<file path="config.mk">
export PLATFORM = sky130hd
export DESIGN_NAME = am_lock_lane_rx
export DESIGN_NICKNAME = d
export VERILOG_FILES = /design/src/rtl/am_lock_lane_rx.sv
export SDC_FILE = /design/constraint.sdc
export NUM_CORES = 1
export LEC_CHECK = 0
export ABC_AREA = 0
export BUFFER_PORTS_ARGS = -buffer_cell sky130_fd_sc_hd__buf_2
export CORE_UTILIZATION = 52
export CTS_CLUSTER_DIAMETER = 30
export DETAILED_ROUTE_END_ITERATION = 8
export PLACE_DENSITY = 0.85
export SLEW_MARGIN = 0
export SYNTH_ARGS = -nofsm -noshare
export SYNTH_HDL_FRONTEND = slang
export SYNTH_SLANG_ARGS = --single-unit
</file>
<file path="constraint.sdc">
create_clock -name clk -period 3.93 [get_ports clk]
set_input_delay 0.1965 -clock clk [delete_from_list [all_inputs] [get_ports clk]]
set_output_delay 0.1965 -clock clk [all_outputs]
set_load 0.01 [all_outputs]
</file>
<file path="src/rtl/am_lock_lane_rx.sv">
// Per-lane 40GBASE-R alignment marker lock: finds a lane AM, confirms it one AM period
// later, then tracks it at every expected slot and reports the logical lane number.
module am_lock_lane_rx #(
    parameter int BLOCK_W  = 66,
    parameter int AM_GAP_N = 16383,
    parameter int LOST_N   = 4,
    parameter int CNT_W    = $clog2(AM_GAP_N + 1)
) (
    input  logic               clk,
    input  logic               reset,
    input  logic               block_lock_i,
    input  logic               valid_i,
    input  logic [BLOCK_W-1:0] data_i,
    output logic               data_v_o,
    output logic [BLOCK_W-1:0] data_o,
    output logic               am_v_o,
    output logic               am_lock_o,
    output logic               am_lock_lost_o,
    output logic [1:0]         lane_id_o
);

    localparam int MISS_W = $clog2(LOST_N + 1);

    typedef enum logic [1:0] {
        ST_UNLOCKED,
        ST_FIRST,
        ST_LOCKED
    } state_t;

    state_t             r_state;
    logic [CNT_W-1:0]   r_cnt;
    logic [MISS_W-1:0]  r_miss;
    logic [1:0]         r_lane_id;
    logic [BLOCK_W-1:0] r_data;
    logic               r_data_v;
    logic               r_am_v;
    logic               r_am_lock;
    logic               r_lost;

    logic [3:0]         w_match;
    logic [1:0]         w_found_k;
    logic               w_any;
    logic               w_slot;
    logic               w_hit;

    // One bit per lane pattern; data_i[25:2] is {M2,M1,M0}, data_i[57:34] is {M6,M5,M4}.
    function automatic logic [3:0] am_match(input logic [BLOCK_W-1:0] blk);
        logic        ok;
        logic [23:0] m;
        m  = blk[25:2];
        ok = (blk[1:0] == 2'b10) && (blk[57:34] == ~blk[25:2]);
        am_match[0] = ok && (m == 24'h477690);
        am_match[1] = ok && (m == 24'hE6C4F0);
        am_match[2] = ok && (m == 24'h9B65C5);
        am_match[3] = ok && (m == 24'h3D79A2);
    endfunction

    // Patterns are mutually exclusive, so a plain OR encoder is enough.
    assign w_match   = am_match(data_i);
    assign w_found_k = {w_match[3] | w_match[2], w_match[3] | w_match[1]};
    assign w_any     = |w_match;
    assign w_slot    = (r_cnt == CNT_W'(AM_GAP_N));
    assign w_hit     = w_match[r_lane_id];

    always_ff @(posedge clk or posedge reset) begin
        if (reset) begin
            r_state   <= ST_UNLOCKED;
            r_cnt     <= '0;
            r_miss    <= '0;
            r_lane_id <= 2'd0;
            r_data    <= '0;
            r_data_v  <= 1'b0;
            r_am_v    <= 1'b0;
            r_am_lock <= 1'b0;
            r_lost    <= 1'b0;
        end else begin
            r_data   <= data_i;
            r_data_v <= valid_i;
            r_am_v   <= 1'b0;
            r_lost   <= 1'b0;
            if (!block_lock_i) begin
                // Losing sync-header lock overrides everything, including a good AM slot.
                r_state   <= ST_UNLOCKED;
                r_cnt     <= '0;
                r_miss    <= '0;
                r_am_lock <= 1'b0;
                r_lost    <= (r_state == ST_LOCKED);
            end else if (valid_i) begin
                case (r_state)
                    ST_UNLOCKED: begin
                        r_cnt <= '0;
                        if (w_any) begin
                            r_lane_id <= w_found_k;
                            r_state   <= ST_FIRST;
                        end
                    end
                    ST_FIRST: begin
                        if (w_slot) begin
                            r_cnt <= '0;
                            if (w_hit) begin
                                r_state   <= ST_LOCKED;
                                r_am_lock <= 1'b1;
                                r_am_v    <= 1'b1;
                                r_miss    <= '0;
                            end else begin
                                r_state <= ST_UNLOCKED;
                            end
                        end else begin
                            r_cnt <= r_cnt + CNT_W'(1);
                        end
                    end
                    ST_LOCKED: begin
                        if (w_slot) begin
                            r_cnt <= '0;
                            if (w_hit) begin
                                r_miss <= '0;
                                r_am_v <= 1'b1;
                            end else if (r_miss == MISS_W'(LOST_N - 1)) begin
                                r_state   <= ST_UNLOCKED;
                                r_am_lock <= 1'b0;
                                r_lost    <= 1'b1;
                                r_miss    <= '0;
                            end else begin
                                r_miss <= r_miss + MISS_W'(1);
                            end
                        end else begin
                            r_cnt <= r_cnt + CNT_W'(1);
                        end
                    end
                    default: r_state <= ST_UNLOCKED;
                endcase
            end
        end
    end

    assign data_o         = r_data;
    assign data_v_o       = r_data_v;
    assign am_v_o         = r_am_v;
    assign am_lock_o      = r_am_lock;
    assign am_lock_lost_o = r_lost;
    assign lane_id_o      = r_lane_id;

endmodule
</file>
== After elaboration in Yosys (flattened, before gate mapping) ==
Index checks and enable logic that the tools add are counted.
Storage, ports and cells
  register bits: 91
  input port bits: 70
Operators by class
  $add $sub $neg: 2
  magnitude comparators: 1
  equal/unequal tests: 19
  multiplexer cells: 42
  bitwise logic cells: 3
  reduce and logical (&&, ||, !) cells: 13
Operators with widths (count)
  24-bit equality test, second input constant: 2
  14-bit two-way mux: 3
  14-bit case mux with 2 select lines: 1
  24-bit by 22-bit equality test with 1-bit output, second input constant: 1
  24-bit by 23-bit equality test with 1-bit output, second input constant: 1
  24-bit equality test: 1
  24-bit NOT: 1
  3-bit two-way mux: 7
  1-bit two-way mux: 19
  2-bit two-way mux: 8
  3-bit != test, second input constant: 5
  14-bit by 1-bit adder with 14-bit output, second input constant: 1
  14-bit equality test, second input constant: 1
  7-bit AND reduction: 1
  3-bit by 2-bit != test with 1-bit output, second input constant: 2
  2-bit case mux with 3 select lines: 1
  3-bit case mux with 2 select lines: 1
  6-bit AND reduction: 1
  1-bit logical AND: 5
  5-bit AND reduction: 1
  2-bit equality test, second input constant: 2
  4-bit AND reduction: 1
  4-bit OR reduction: 1
  3-bit by 1-bit adder with 3-bit output, second input constant: 1
  other kinds (11): 12

== Depth between registers and ports, before layout ==
Gate-level depths: netlist of the first run.
  depth in word-level cells: 11
  mapped depth: 8
  depth with buffers taken out: 8

== Worst setup path before layout of the first run ==
No wires, ideal clock.
  path type: input-to-reg
  start point: in data_i[11]
  end point: reg r_miss[0]
  library setup time: 0.125 ns
  data arrival time: 1.799 ns
  data required time: 3.805 ns
  path slack: 2.005 ns
  stages: 6
  path buffers: 0
  path through: or4b_1 > nor4_4 > a222oi_1 > o21a_1 > o21ai_4 > mux2_4
Between the ends
  longest elaborated chain between the ends: 11
RTL lines
  start, declared: RTL line 13  | input logic [BLOCK_W-1:0] data_i,
  24-bit NOT: RTL line 51  | ok = (blk[1:0] == 2'b10) && (blk[57:34] == ~blk[25:2]);
  24-bit equality test: RTL line 51
  1-bit logical AND: RTL line 51
  1-bit logical AND (on tied branches)
  1-bit binary-select mux with 2-bit select *: RTL line 63  | assign w_hit = w_match[r_lane_id];
  1-bit two-way mux (not written as such) *: RTL line 63
  3-bit two-way mux: RTL line 115  | if (w_hit) begin
  3-bit two-way mux: RTL line 113  | if (w_slot) begin
  3-bit case mux with 2 select lines: RTL line 89  | case (r_state)
  3-bit two-way mux: RTL line 88  | end else if (valid_i) begin
  3-bit two-way mux: RTL line 81  | if (!block_lock_i) begin
  end signal, assigned: RTL line 124  | r_miss <= r_miss + MISS_W'(1);
  end, declared: RTL line 32  | logic [MISS_W-1:0] r_miss;
Every way passes the cells marked *; elsewhere a longest branch is shown, timed or not. The select of a mux whose other input is x is not followed.
A chain may end at the register's enable or synchronous reset.

== Final worst setup path of the first run ==
  start point: in data_i[22]
  end point: reg r_miss[2]
The elaborated chain is that of the path after synthesis.

==> metrics.yaml, run 1 <==
die_height_um: 85.32
fin_tns_setup_ns: 0
first_iter_violations: 513
crit_type: "primary input to register"
synthToLayoutAreaGrowth_pct: 41.04
p_leak_nw: 2.449
insertion_delay_ns: 0.36
finalHoldViolCount: 0
antenna_left: 0
drt_wl_total_mm: 10.75
die_x_um: 85.32
grt_start_max_net_pins: 63
place_inst: 501
place.gp.congestion: 0.8909
drtPass1Iterations: 5
cts-resized-gates: 0
finClkSkew_ns: 0.01275
fmax_mhz: 395.5
cp_max_fo: 6
whs_ns: 0.01427
die_area_um2: 7279
cellPowerDensity_nw_per_um2: 365.5
floorplan.initialDensity_pct: 55.27
cts_buffers: 9
io-pin-count: 142
async_flop_share_pct: 100.0
synth.distinct_cells: 53
ys_warn_count: 0
worstPathRequired_ns: 4.17
drc_errors: 0
vdd_drop_max_v: 0.0002106
drt-wirelength-per-cell_um: 19.02
clock-root-buffer: "clkbuf_8"
hold_buffers: 48
clk_path_buf_depth: 2
final_core_util_pct: 77.95
final_cell_mix: "buf_2, dfrtp_1, dlygate4sd3_1"
cts_sinks: 91
gr-usage-all-layers_pct: 31.50
maxSlewHeadroom_pct: 29.45
slew_viol_final: 0
instances_no_fill: 565
nets: 559
cts_tree: "done"
outcome: "complete, no violations"
grt_pass1_wl_mm: 17.11
ys_ff_latch: 91
design.core.area_um2: 6531
htree_levels: 3
synth-edff-count: 0
place_hpwl_mm: 6.498
tightest_slew_ns: 1.058
hold_class: "primary input to register"
drive_gt1_share_pct: 35.04
fin_crit_sh_pct: 64.34
rsz0062_at_grt: "no"
synthTopCellsByArea: "dfrtp_1, xor2_1, nand2_1"
synth_area_um2: 3610
row_count: 29
final_common_cell: "buf_2"
synth_flop_cell: "dfrtp_1"
clkTransAtPathRegs_ns: 0.09
overflow: 0
via_per_inst: 5.749
worstPathArrival_ns: 2.77
yosysTopAreaCell: "dfrtp_1"
crit_path_end_kind: "register"
num_vias: 3248
setup_violations: 0
port_buffers: 141
p_total_mw: 1.861
grt_pass1_vias: 3358
startpoint_type: "primary input"
antenna_found_initial: 0
fin_crit_ns: 2.529
ys_seq_area_share_pct: 63.08
final.fill_count: 374
syn_nets: 361
synth_top_area_share_pct: 63.08
post-cts-setup-buffers: 0
antennaDiodeCount: 0
avgSynthCellArea_um2: 12.67
maxCapViolations: 0
synth_cells: 285
## kinds of logic (layout without fill, tap and decap cells)
kind of cell | after synthesis | after routing | share of synthesized area, %
xor gates and xnor gates | 30 | 30 | 7.279
adders and majority gates | 6 | 6 | 2.080
muxes | 3 | 3 | 1.109
DFF | 91 | 91 | 63.08
AOI/OAI and AO/OA | 31 | 31 | 5.824
buffers and inverters | 9 | 212 | 1.144
and+or+nand+nor | 115 | 115 | 19.48
## sequential cells by signal, indices dropped and copies added, names as in the netlist
name / flops
lane_id_o: 2
r_miss: 3
data_o: 66
r_cnt: 14
r_state: 2
am_lock_lost_o: 1
am_v_o: 1
data_v_o: 1
am_lock_o: 1
## metal layers
metal,vias up,GRT usage [%],routed length (um)
li1,1412,-,-
met1,1552,34.76,3910
met2,230,56.82,5460
met3,54,6.809,825
met4,0,16.97,552
met5,-,0,0
## final timing paths
| check | start | endpoint | slack [ns] | depth (start not counted) |
|---|---|---|---|---|
| worst max register to register | r_cnt[0]$_DFFE_PP0P_ | r_cnt[2]$_DFFE_PP0P_ | 1.76 | 8 |
| max in group asynchronous | reset | data_o[13]$_DFF_PP0_ | 2.95 | 3 |
| worst max-delay path | data_i[22] | r_miss[2]$_DFFE_PP0P_ | 1.40 | 9 |
| min in group asynchronous | reset | data_o[27]$_DFF_PP0_ | 0.05 | 2 |
| worst min register to register | r_cnt[4]$_DFFE_PP0P_ | r_cnt[4]$_DFFE_PP0P_ | 0.50 | 1 |
| worst min-delay path | data_i[16] | data_o[16]$_DFF_PP0_ | 0.01 | 1 |
## stage by stage
stage,instance area (um2),setup WS (ns)
floorplan,3610,1.370
global placement,4402,1.772
detailed placement,4402,1.683
CTS,5091,1.563
global route,5091,1.143
finish,5091,1.401
## area by class of cell
cell class	count	area (um2)	share of cell area [%]
Sequential cell	91	2277	44.73
Tap cell	77	96.34	1.892
Clock buffer	10	137.6	2.703
Timing Repair Buffer	190	1194	23.45
Clock inverter	6	71.32	1.401
Multi-Input combinational cell	185	1291	25.36
Inverter	6	23.77	0.4669
## synth_stat cells (2+ instances only)
cell / number
inv_1: 6
and2_1: 3
a21oi_1: 5
nand3_1: 12
and2b_1: 3
o21ai_0: 12
nand4b_1: 2
or2_2: 2
nor3_1: 7
a41oi_1: 2
nor2_1: 16
nand4_1: 12
ha_1: 6
o31ai_1: 2
and4_1: 2
and4bb_1: 2
nor3b_1: 2
nand2b_1: 4
nor4_1: 3
dfrtp_1: 91
or3_1: 3
nor4b_2: 2
xor2_1: 29
nand2_1: 22
and3_1: 6
mux2_4: 2
## report_power, final
group / switching [mW] / total, mW / internal [mW]
sequential: 0.0109 / 0.981 / 0.970
clock: 0.341 / 0.658 / 0.317
combinational: 0.122 / 0.222 / 0.100
total: 0.474 / 1.86 / 1.39
## worst max-delay path: stages
cell and delay [ns]:
dlygate4sd3_1 0.57, buf_2 0.19, xor2_1 0.22, nand4_1 0.16, nor4_1 0.43, nand2_1 0.23, nor2_1 0.35, nor3_1 0.11
o311a_1 0.30
Power figures use the tool's default switching activity.
==> inputs of run 2 (changes only) <==
--- a/config.mk
+++ b/config.mk
@@ -7,10 +7,10 @@
 export LEC_CHECK = 0
 export ABC_AREA = 0
 export BUFFER_PORTS_ARGS = -buffer_cell sky130_fd_sc_hd__buf_2
-export CORE_UTILIZATION = 52
+export CORE_UTILIZATION = 48
 export CTS_CLUSTER_DIAMETER = 30
 export DETAILED_ROUTE_END_ITERATION = 8
-export PLACE_DENSITY = 0.85
+export PLACE_DENSITY = 0.79
 export SLEW_MARGIN = 0
 export SYNTH_ARGS = -nofsm -noshare
 export SYNTH_HDL_FRONTEND = slang
==> constraint.sdc (replaced) <==
create_clock -name clk -period 2.5 [get_ports clk]
set_input_delay 0.125 -clock clk [delete_from_list [all_inputs] [get_ports clk]]
set_output_delay 0.125 -clock clk [all_outputs]
set_load 0.01 [all_outputs]
==> metrics.yaml, run 2 (synthesized netlist as in run 1, its figures left out) <==
outcome: "complete, no violations"
regArea_um2: 2277
worstHoldEndpoint: "r_miss[2]$_DFFE_PP0P_"
num_vias: 3184
finClkSkew_ns: 0.007339
fmax_mhz: 409.7
floorplan.initialDensity_pct: 49.77
setup_violations: 0
nets: 578
slew_viol_final: 0
drt_wl_total_mm: 10.19
multi_input_area_um2: 1311
drc_errors: 0
holdPathStages: 2
gr-usage-all-layers_pct: 26.53
final_cell_mix: "buf_2, dfrtp_1, dlygate4sd3_1"
final.fill_count: 466
drt-wirelength-per-cell_um: 16.81
r2r-end: "am_lock_o$_DFFE_PP0P_"
cts_buffers: 9
port_buffers: 141
crit_path_end_kind: "register"
synthToLayoutAreaGrowth_pct: 49.29
drive_gt1_share_pct: 33.93
cts_sinks: 91
place.gp.congestion: 0.8521
worst_r2r_path_depth: 8
whs_ns: 0.1206
final_core_util_pct: 74.30
instances_no_fill: 606
cellPowerDensity_nw_per_um2: 578.2
antenna_found_initial: 0
worstPathArrival_ns: 2.69
r2r-start: "r_cnt[0]$_DFFE_PP0P_"
place_inst: 524
final_common_cell: "buf_2"
vdd_drop_max_v: 0.0002894
clkTransAtPathRegs_ns: 0.09
hp-start: "block_lock_i"
p_leak_nw: 2.568
first_iter_violations: 102
htree_levels: 3
finalHoldViolCount: 0
fin_crit_ns: 2.441
worst_slack_ns: 0.05922
maxCapViolations: 0
grt_pass1_wl_mm: 15.26
drtPass1Iterations: 5
die_x_um: 88.72
startpoint_type: "primary input"
design.core.area_um2: 7253
row_count: 31
tightest_slew_ns: 0.6764
reg2reg_slack_ns: 0.42
die_area_um2: 7871
place_ws_ns: 0.3177
grt_pass1_vias: 3112
place_hpwl_mm: 6.128
worstPathRequired_ns: 2.75
grt_start_max_net_pins: 53
io-pin-count: 142
cts_tree: "done"
cp_max_fo: 5
antennaDiodeCount: 0
hold_class: "primary input to register"
crit_type: "primary input to register"
fin_crit_sh_pct: 97.63
p_total_mw: 3.116
via_per_inst: 5.254
overflow: 0
insertion_delay_ns: 0.36
antenna_left: 0
maxSlewHeadroom_pct: 54.85
clock-root-buffer: "clkbuf_8"
die_height_um: 88.72
clk_path_buf_depth: 2
largest_reg_flops: 66
## run 2: cell count changes in the layout (fill, tap and decap cells not counted), sizes merged
cell	delta
buf	-1
dlymetal6s4s	+1
clkinv	-1
bufinv	+2
clkbuf	-1
dlygate4sd3	+19
## run 2: per-stage QoR
stage	instance area [um2]	TNS (ns)
6_report	5389	0
5_1_grt	5389	-0.01076
4_1_cts	5376	0
3_5_place_dp	4449	0
3_3_place_gp	4449	0
2_1_floorplan	3610	0
## run 2: timing repair
item	CTS	global route
endpoints found under the setup margin	0	2
gates resized for setup	0	4
hold buffers	68	0
setup buffers	0	0
endpoints found under the hold margin	106	0
## run 2: layout make-up
| cell class | count | area share [%] |
|---|---|---|
| clock buffer | 9 | 2.299 |
| multi-input combinational | 185 | 24.33 |
| inverter | 6 | 0.4411 |
| timing repair buffer | 209 | 26.10 |
| sequential | 91 | 42.26 |
| clock inverter | 7 | 2.275 |
| tap | 99 | 2.299 |
## run 2: power breakdown
part,leakage [nW],switching (mW),internal [mW]
sequential,1.12,0.0151,1.52
combinational,1.34,0.190,0.180
clock,0.116,0.535,0.671
total,2.57,0.741,2.38
## run 2: worst max-delay path by stage
| stage | startpoint | to | slack, ns | cells past startpoint |
|---|---|---|---|---|
| 2_1_floorplan | reset | am_lock_lost_o$_DFF_PP0_ | 0.01 | 1 |
| 3_3_place_gp | data_i[6] | r_miss[0]$_DFFE_PP0P_ | 0.39 | 8 |
| 3_5_place_dp | data_i[5] | r_miss[0]$_DFFE_PP0P_ | 0.32 | 8 |
| 4_1_cts | data_i[5] | r_miss[0]$_DFFE_PP0P_ | 0.14 | 9 |
| 5_1_grt | data_i[8] | r_miss[2]$_DFFE_PP0P_ | -0.01 | 9 |
| 6_report | data_i[15] | r_miss[0]$_DFFE_PP0P_ | 0.06 | 7 |
## run 2: layer usage
metal  routed length [um]  vias to the layer above  global-route usage [%]  share of wire [%]
met5                    0                        -                       0                  0
met2                 5478                      156                   48.25                 54
li1                     -                     1452                       -                  -
met4                  380                        0                   13.93                3.7
met1                 3770                     1543                   28.93                 37
met3                  559                       33                   5.690                5.5
## run 2: critical path: stages
cell,delay (ns)
dlygate4sd3_1,0.66
or4b_4,0.58
nor4_4,0.33
a222oi_1,0.21
o21a_1,0.27
o21ai_4,0.19
mux2_4,0.31
